<file path="config.mk">
export PLATFORM = sky130hd
export DESIGN_NAME = ttt_game_ctrl
export DESIGN_NICKNAME = d
export VERILOG_FILES = /design/src/rtl/ttt_game_ctrl.sv
export SDC_FILE = /design/constraint.sdc
export NUM_CORES = 1
export LEC_CHECK = 0
export CAP_MARGIN = 20
export CORE_MARGIN = 2
export CORE_UTILIZATION = 45
export CTS_BUF_LIST = sky130_fd_sc_hd__clkbuf_2 sky130_fd_sc_hd__clkbuf_4 sky130_fd_sc_hd__clkbuf_8
export CTS_CLUSTER_SIZE = 12
export DETAILED_ROUTE_END_ITERATION = 16
export SETUP_SLACK_MARGIN = 0.4
export SLEW_MARGIN = 20
export SYNTH_ARGS = -nofsm -noshare
export SYNTH_HDL_FRONTEND = slang
export SYNTH_SLANG_ARGS = --single-unit
</file>
<file path="constraint.sdc">
create_clock -name CLK -period 2.4 [get_ports CLK]
set_clock_uncertainty 0.1 [all_clocks]
set_input_delay 0.24 -clock CLK [delete_from_list [all_inputs] [get_ports CLK]]
set_output_delay 0.24 -clock CLK [all_outputs]
set_load 0.01 [all_outputs]
</file>
<file path="src/rtl/ttt_game_ctrl.sv">
// Tic-tac-toe game controller: button conditioning, move legality,
// turn alternation and win/draw detection. Owns the board registers.
module ttt_game_ctrl #(
    parameter int unsigned DEBOUNCE_CYCLES = 50000,
    parameter int          CNT_W           = 16
) (
    input  logic        CLK,
    input  logic        RST,
    input  logic [8:0]  btn_n,
    input  logic        new_game_n,
    output logic [17:0] board,
    output logic        player,
    output logic [1:0]  game_state,
    output logic [7:0]  win_line,
    output logic [3:0]  move_count,
    output logic        move_valid
);

    localparam logic [1:0] PLAY  = 2'd0;
    localparam logic [1:0] CHECK = 2'd1;
    localparam logic [1:0] OVER  = 2'd2;

    localparam logic [CNT_W-1:0] DB_MAX = CNT_W'(DEBOUNCE_CYCLES - 1);

    logic [9:0]       sync1;
    logic [9:0]       sync2;
    logic [9:0]       lvl;
    logic [9:0]       lvl_q;
    logic [9:0]       press;
    logic [9:0]       samp;
    logic [CNT_W-1:0] cnt [10];
    logic [1:0]       state;

    assign samp  = ~sync2;
    assign press = lvl & ~lvl_q;

    // lvl is the debounced "pressed" level; bit 9 is new-game
    always_ff @(posedge CLK or negedge RST) begin
        if (!RST) begin
            sync1 <= '1;
            sync2 <= '1;
            lvl   <= '0;
            lvl_q <= '0;
            for (int i = 0; i < 10; i++) cnt[i] <= '0;
        end else begin
            sync1 <= {new_game_n, btn_n};
            sync2 <= sync1;
            lvl_q <= lvl;
            for (int i = 0; i < 10; i++) begin
                if (samp[i] == lvl[i]) begin
                    cnt[i] <= '0;
                end else if (cnt[i] == DB_MAX) begin
                    lvl[i] <= samp[i];
                    cnt[i] <= '0;
                end else begin
                    cnt[i] <= cnt[i] + 1'b1;
                end
            end
        end
    end

    logic       cell_hit;
    logic [3:0] cell_idx;
    logic       cell_free;
    logic       ng_evt;

    assign ng_evt = press[9];

    // Downward scan so the lowest pressed index wins
    always_comb begin
        cell_hit = 1'b0;
        cell_idx = 4'd0;
        for (int i = 8; i >= 0; i--) begin
            if (press[i]) begin
                cell_hit = 1'b1;
                cell_idx = 4'(i);
            end
        end
    end

    assign cell_free = (board[{cell_idx, 1'b0} +: 2] == 2'b00);

    logic [1:0] code;
    logic [7:0] win_hits;

    assign code = {player, ~player};

    function automatic logic line3(input logic [17:0] b, input int a,
                                   input int m, input int c,
                                   input logic [1:0] k);
        return (b[2*a +: 2] == k) && (b[2*m +: 2] == k) &&
               (b[2*c +: 2] == k);
    endfunction

    always_comb begin
        win_hits    = '0;
        win_hits[0] = line3(board, 0, 1, 2, code);
        win_hits[1] = line3(board, 3, 4, 5, code);
        win_hits[2] = line3(board, 6, 7, 8, code);
        win_hits[3] = line3(board, 0, 3, 6, code);
        win_hits[4] = line3(board, 1, 4, 7, code);
        win_hits[5] = line3(board, 2, 5, 8, code);
        win_hits[6] = line3(board, 0, 4, 8, code);
        win_hits[7] = line3(board, 2, 4, 6, code);
    end

    always_ff @(posedge CLK or negedge RST) begin
        if (!RST) begin
            board      <= '0;
            player     <= 1'b0;
            game_state <= 2'b00;
            win_line   <= '0;
            move_count <= '0;
            move_valid <= 1'b0;
            state      <= PLAY;
        end else begin
            move_valid <= 1'b0;
            if (ng_evt) begin
                board      <= '0;
                player     <= 1'b0;
                game_state <= 2'b00;
                win_line   <= '0;
                move_count <= '0;
                state      <= PLAY;
            end else begin
                unique case (state)
                    PLAY: begin
                        if (cell_hit && cell_free) begin
                            board[{cell_idx, 1'b0} +: 2] <= code;
                            if (move_count != 4'd9)
                                move_count <= move_count + 4'd1;
                            move_valid <= 1'b1;
                            state      <= CHECK;
                        end
                    end
                    CHECK: begin
                        if (|win_hits) begin
                            game_state <= player ? 2'b10 : 2'b01;
                            win_line   <= win_hits;
                            state      <= OVER;
                        end else if (move_count == 4'd9) begin
                            game_state <= 2'b11;
                            state      <= OVER;
                        end else begin
                            player <= ~player;
                            state  <= PLAY;
                        end
                    end
                    OVER: state <= OVER;
                    default: state <= PLAY;
                endcase
            end
        end
    end

endmodule

</file>
Word-level counts from Yosys, hierarchy flattened:

Index checks and enable logic that the tools add are counted.

* output and inout port bits: 34
* register bits: 236

* bitwise operators: 14
* $add $sub $neg: 12
* shift-type cells: 3
* equality and inequality tests: 36
* reduce and logical (&&, ||, !) cells: 41
* mux-type cells: 66

Operators by type and width (count)
* $mux W16: 20
* $add A16 B1 Y16 const B: 10
* $eq A16 B16 Y1 const B: 10
* $mux W18: 3
* $mux W4: 13
* $reduce_and A2 Y1: 13
* $mux W8: 3
* $not A10 Y10: 2
* $bwmux W18: 1
* $eq A2 B2 Y1: 9
* $mux W2: 9
* $shift A2 B7 Y18 const A: 1
* $shiftx A18 B6 Y2: 1
* $shiftx A2 B7 Y18: 1
* $logic_and A1 B1 Y1: 17
* $mux W1: 16
* $not A1 Y1: 11
* $and A10 B10 Y10: 1
* $eq A1 B1 Y1: 10
* $reduce_bool A2 Y1: 5
* $reduce_or A8 Y1: 1
* $neg A5 Y7: 1
* $pmux W2 S3: 1
* $reduce_and A3 Y1: 2
* 9 further kinds: 11

Longest topological paths before layout:

* word-level depth: 17
* mapped depth: 11
* gate-level depth less buffers: 11

Least setup slack after synthesis:

No wires, ideal clock.

* kind: flip-flop to flip-flop
* start point: register lvl[7]
* end point: register board[16]
* slack: 1 ps
* path buffers: 0
* required time: 2170 ps
* clock period less this slack: 2399 ps
* arrival: 2169 ps
* stages on the path, launching flop included: 11
* path through: dfrtp_1 > and2b_4 > o21ai_0 > a21o_1 > ha_1 > nand2_1 > mux2_2 > nor2_1 > and2_1 > o21ai_1 > mux2i_1

* longest elaborated chain between the ends: 15

Ends and longest elaborated chain
* start: declaration: line 27 `logic [9:0] lvl;`
* start signal: indexed assignment: line 53 `lvl[i] <= samp[i];`
* $and A10 B10 Y10 *: line 35 `assign press = lvl & ~lvl_q;`
* $mux W4 (8 in a row): line 74 `if (press[i]) begin`
* $neg A5 Y7: line 129 `board[{cell_idx, 1'b0} +: 2] <= code;`
* $shiftx A2 B7 Y18 or $shift A2 B7 Y18 (tied branches): line 129
* $bwmux W18: line 129
* $mux W18: line 128 `if (cell_hit && cell_free) begin`
* $mux W18: line 126 `unique case (state)`
* $mux W18: line 118 `if (ng_evt) begin`
* end signal: indexed assignment: line 129
* end: declaration: line 11 `output logic [17:0] board,`

Mark *: on every way between the ends. The rest lies on a longest branch, timed or not. The select of a mux whose other input is x is not followed.
A chain may end at the register's enable or synchronous reset.

Worst setup path after layout:

* start point: register lvl_q[6]
* end point: register board[17]

* longest elaborated chain between the ends: 15

Ends and longest elaborated chain
* start: declaration: line 28 `logic [9:0] lvl_q;`
* start signal: assignment: line 48 `lvl_q <= lvl;`
* $not A10 Y10 *: line 35
* $and A10 B10 Y10 *: line 35
* $mux W4 (7 in a row): line 74
* $neg A5 Y7: line 129
* $shiftx A2 B7 Y18 or $shift A2 B7 Y18 (tied branches): line 129
* $bwmux W18: line 129
* $mux W18: line 128
* $mux W18: line 126
* $mux W18: line 118

Marks and branches as above.

==> flow_summary.ini <==
[power]
netSwitchingFraction = 0.2194
power.total_mw = 8.282
pwr-share-comb = 0.029
clkPwrFrac = 0.477
seqPwrFrac = 0.494
vdd_drop_max_uv = 348.7
p_switching_mw = 1.817
cellLeakagePower_nw = 6.071
p_per_area_mw_per_mm2 = 605.5
intPower_mw = 6.465

[global_routing]
antenna_found_initial = 0
track_usage = 0.1765
grt_pass1_wl_mm = 38.23
grt_pass1_vias = 7904
grt_overflow = 0
grt_max_degree = 77

[sta]
setup_viol = 0
fin_tns_setup_ns = 0
finalCriticalPeriod_ns = 2.356
fmax_mhz = 424.5
rsz0062_at_grt = true
maxSlewHeadroom = 0.5774
finalHoldViolCount = 0
worstMarginPinSlew_ns = 0.6327
post-route-period-util = 0.9815
whs_ns = 0.02534
maxSlewViolCount = 0

[cells_and_area]
drive_gt1_frac = 0.1850
multi_input_area_mm2 = 0.005363
area_growth_pct = 23.29
fillCellCount = 2076
antenna_cells = 0
regArea_mm2 = 0.005934
nNetsFinal = 1249

[drt]
drc_errors = 0
drt_iter0_drc = 506
ant_nets = 0
vias = 7895
avgViaCountPerCell = 5.003
drt-total-wl_mm = 22.12
dr.pass1.iters = 4
wl_per_cell_um = 14.02

[logic_synthesis]
synth_cells = 1094
ys.flop_type = dfrtp_1
yosys_register_bits = 236
synth_area_leaders = dfrtp_1 49%, nor2_1 7.5%, xnor2_1 6.2%
syn_nets = 1121
yosysSeqAreaShare = 0.5346
synth-edff-count = 0
netlist_area_mm2 = 0.01109
synthDistinctLibCells = 66
synth_top_area_frac = 0.4872
syn_area_per_cell_um2 = 10.14
synth_warnings = 0
ys_async_sr_fraction = 1.000
yosysTopAreaCell = dfrtp_1

[clocking]
cts_buffers = 42
cts.clk_slew.worst_paths_ns = 0.06
clockBufferDepth = 3
htree_levels = 2
clock_sinks = 236
clock-root-buffer = clkbuf_8
clk_latency_ns = 0.53
cts_tree = yes

[critical_path]
cp_top_family = simple AND/OR/NAND/NOR gates
critPathBufInv = 1
critPathRequiredTime_ns = 2.71
crit_arrival_ns = 2.66
slowest_stage = dfrtp_1
crit_chain = nand2b_4 -> a21oi_4 -> a2bb2oi_4 -> buf_6 -> ha_4 -> nand2_1 -> mux2_4 -> nor2_4 -> and2_4 -> o21ai_2 -> mux2i_1
r2r_slack_ns = 0.04
cp-start-kind = register
timing.critical_path.fanout_max = 4
end_kind = register
critical_path.max_stage_delay_ns = 0.41
critical_path_class = reg2reg

[die]
io_pins = 46
die_x_um = 161.0
num_rows = 57
core-area_mm2 = 0.02425
dieHeight_um = 161.0
start_util = 0.4575
dieArea_mm2 = 0.02593

[place]
dpl.hpwl_mm = 14.67
gp_congestion = 0.8567
io_buffers = 45

[hold_path]
hp-class = in2reg

[run]
maxCapViolCount = 0

[outcome]
status = finished, final reports clean
==> kinds of logic after synthesis <==
kind of cell,after synthesis,share of synthesized area
and+or+nand+nor,561,0.2430
DFF,236,0.5346
xor gates and xnor gates,151,0.1192
AOI/OAI and AO/OA,71,0.04838
buffers and inverters,33,0.01297
muxes,27,0.02492
adders and majority gates,15,0.01692
==> final cells by class <==
cell class,instances,share of cell area
timing repair buffer,104,0.07473
inverter,12,0.003476
tap,324,0.02964
multi-input combinational,826,0.3921
clock inverter,7,0.004574
sequential,236,0.4339
clock buffer,69,0.06165
==> worst paths after layout <==
check,cells past startpoint,endpoint,start
max in group asynchronous,3,sync1[6],RST
worst min-delay path,1,sync1[5],btn_n[5]
worst max register to register,11,board[17],lvl_q[6]
min in group asynchronous,2,board[3],RST
worst max-delay path,11,board[17],lvl_q[6]
worst min register to register,0,sync2[9],sync1[9]
==> repair_timing <==
action / in CTS / in global routing
resized for setup: 38 / 30
hold buffers: 10 / 0
gates cloned: 1 / 1
hold endpoints to repair: 79 / 0
buffers inserted: 13 / 7
endpoints found under the setup margin: 37 / 58
pin swaps: 18 / 12
==> synthesized netlist by cell type (3+ instances only) <==
| cell type | n |
|---|---|
| o21a_1 | 4 |
| xnor2_1 | 78 |
| o211ai_2 | 6 |
| ha_1 | 15 |
| o22ai_1 | 4 |
| xor2_1 | 73 |
| nor3_1 | 22 |
| inv_1 | 11 |
| or2_2 | 8 |
| nand4_1 | 22 |
| dfstp_2 | 20 |
| o211ai_1 | 3 |
| o21ai_0 | 19 |
| a21oi_1 | 14 |
| nand2b_1 | 26 |
| nand3b_1 | 5 |
| nor4b_1 | 11 |
| nor2b_1 | 7 |
| nand3_1 | 59 |
| nor2_1 | 221 |
| nor4_1 | 9 |
| dfrtp_1 | 216 |
| and3_1 | 39 |
| and2_1 | 3 |
| mux2i_1 | 24 |
| clkbuf_1 | 16 |
| o21ai_1 | 3 |
| nand2_1 | 109 |
==> power by group through the flow <==
stage                     Sequential (mW)  Clock (mW)  Combinational (mW)
after floorplan                      4.15           0              0.0933
after detailed placement             4.16           0               0.235
after CTS                            4.09        4.08               0.250
after global placement               4.16           0               0.231
final                                4.09        3.95               0.238
after global routing                 4.10        4.28               0.278
==> registers in the layout (all words and copies together) (netlist names), 2 cells and up <==
| name | flops |
|---|---|
| board | 18 |
| cnt | 160 |
| game_state | 2 |
| lvl | 10 |
| lvl_q | 10 |
| move_count | 4 |
| state | 2 |
| sync1 | 10 |
| sync2 | 10 |
| win_line | 8 |
==> per-layer routing <==
| metal | vias up | GRT usage | share of wire |
|---|---|---|---|
| met5 | - | 0 | 0 |
| met4 | 0 | 0.05925 | 0.024 |
| met3 | 40 | 0.03082 | 0.037 |
| met2 | 132 | 0.2786 | 0.45 |
| met1 | 3778 | 0.2485 | 0.48 |
| li1 | 3945 | - | - |
==> metrics by stage <==
step	utilization	setup slack, ns	std cells	instance area, µm²
5_1_grt	0.5641	-0.06643	1578	13680
6_report	0.5641	0.04445	1578	13680
2_1_floorplan	-	0.1239	1094	11170
4_1_cts	0.5561	0.06311	1570	13490
3_3_place_gp	0.5026	-0.2498	1470	12190
3_5_place_dp	0.5026	-0.2643	1470	12190
==> layout by cell type (no fill, tap or decap), types with 14 or more instances in the layout <==
cell type,n
and3_1,38
buf_4,37
xor2_1,73
dfrtp_1,213
nand4_1,22
nor2_1,216
nor3_1,22
clkbuf_8,52
dfstp_2,20
mux2i_1,23
nand2_1,108
nand3_1,56
clkdlybuf4s50_1,42
nand2b_1,25
clkbuf_4,17
xnor2_1,77
ha_1,14
Note: power is estimated with default switching activity, not from simulation.
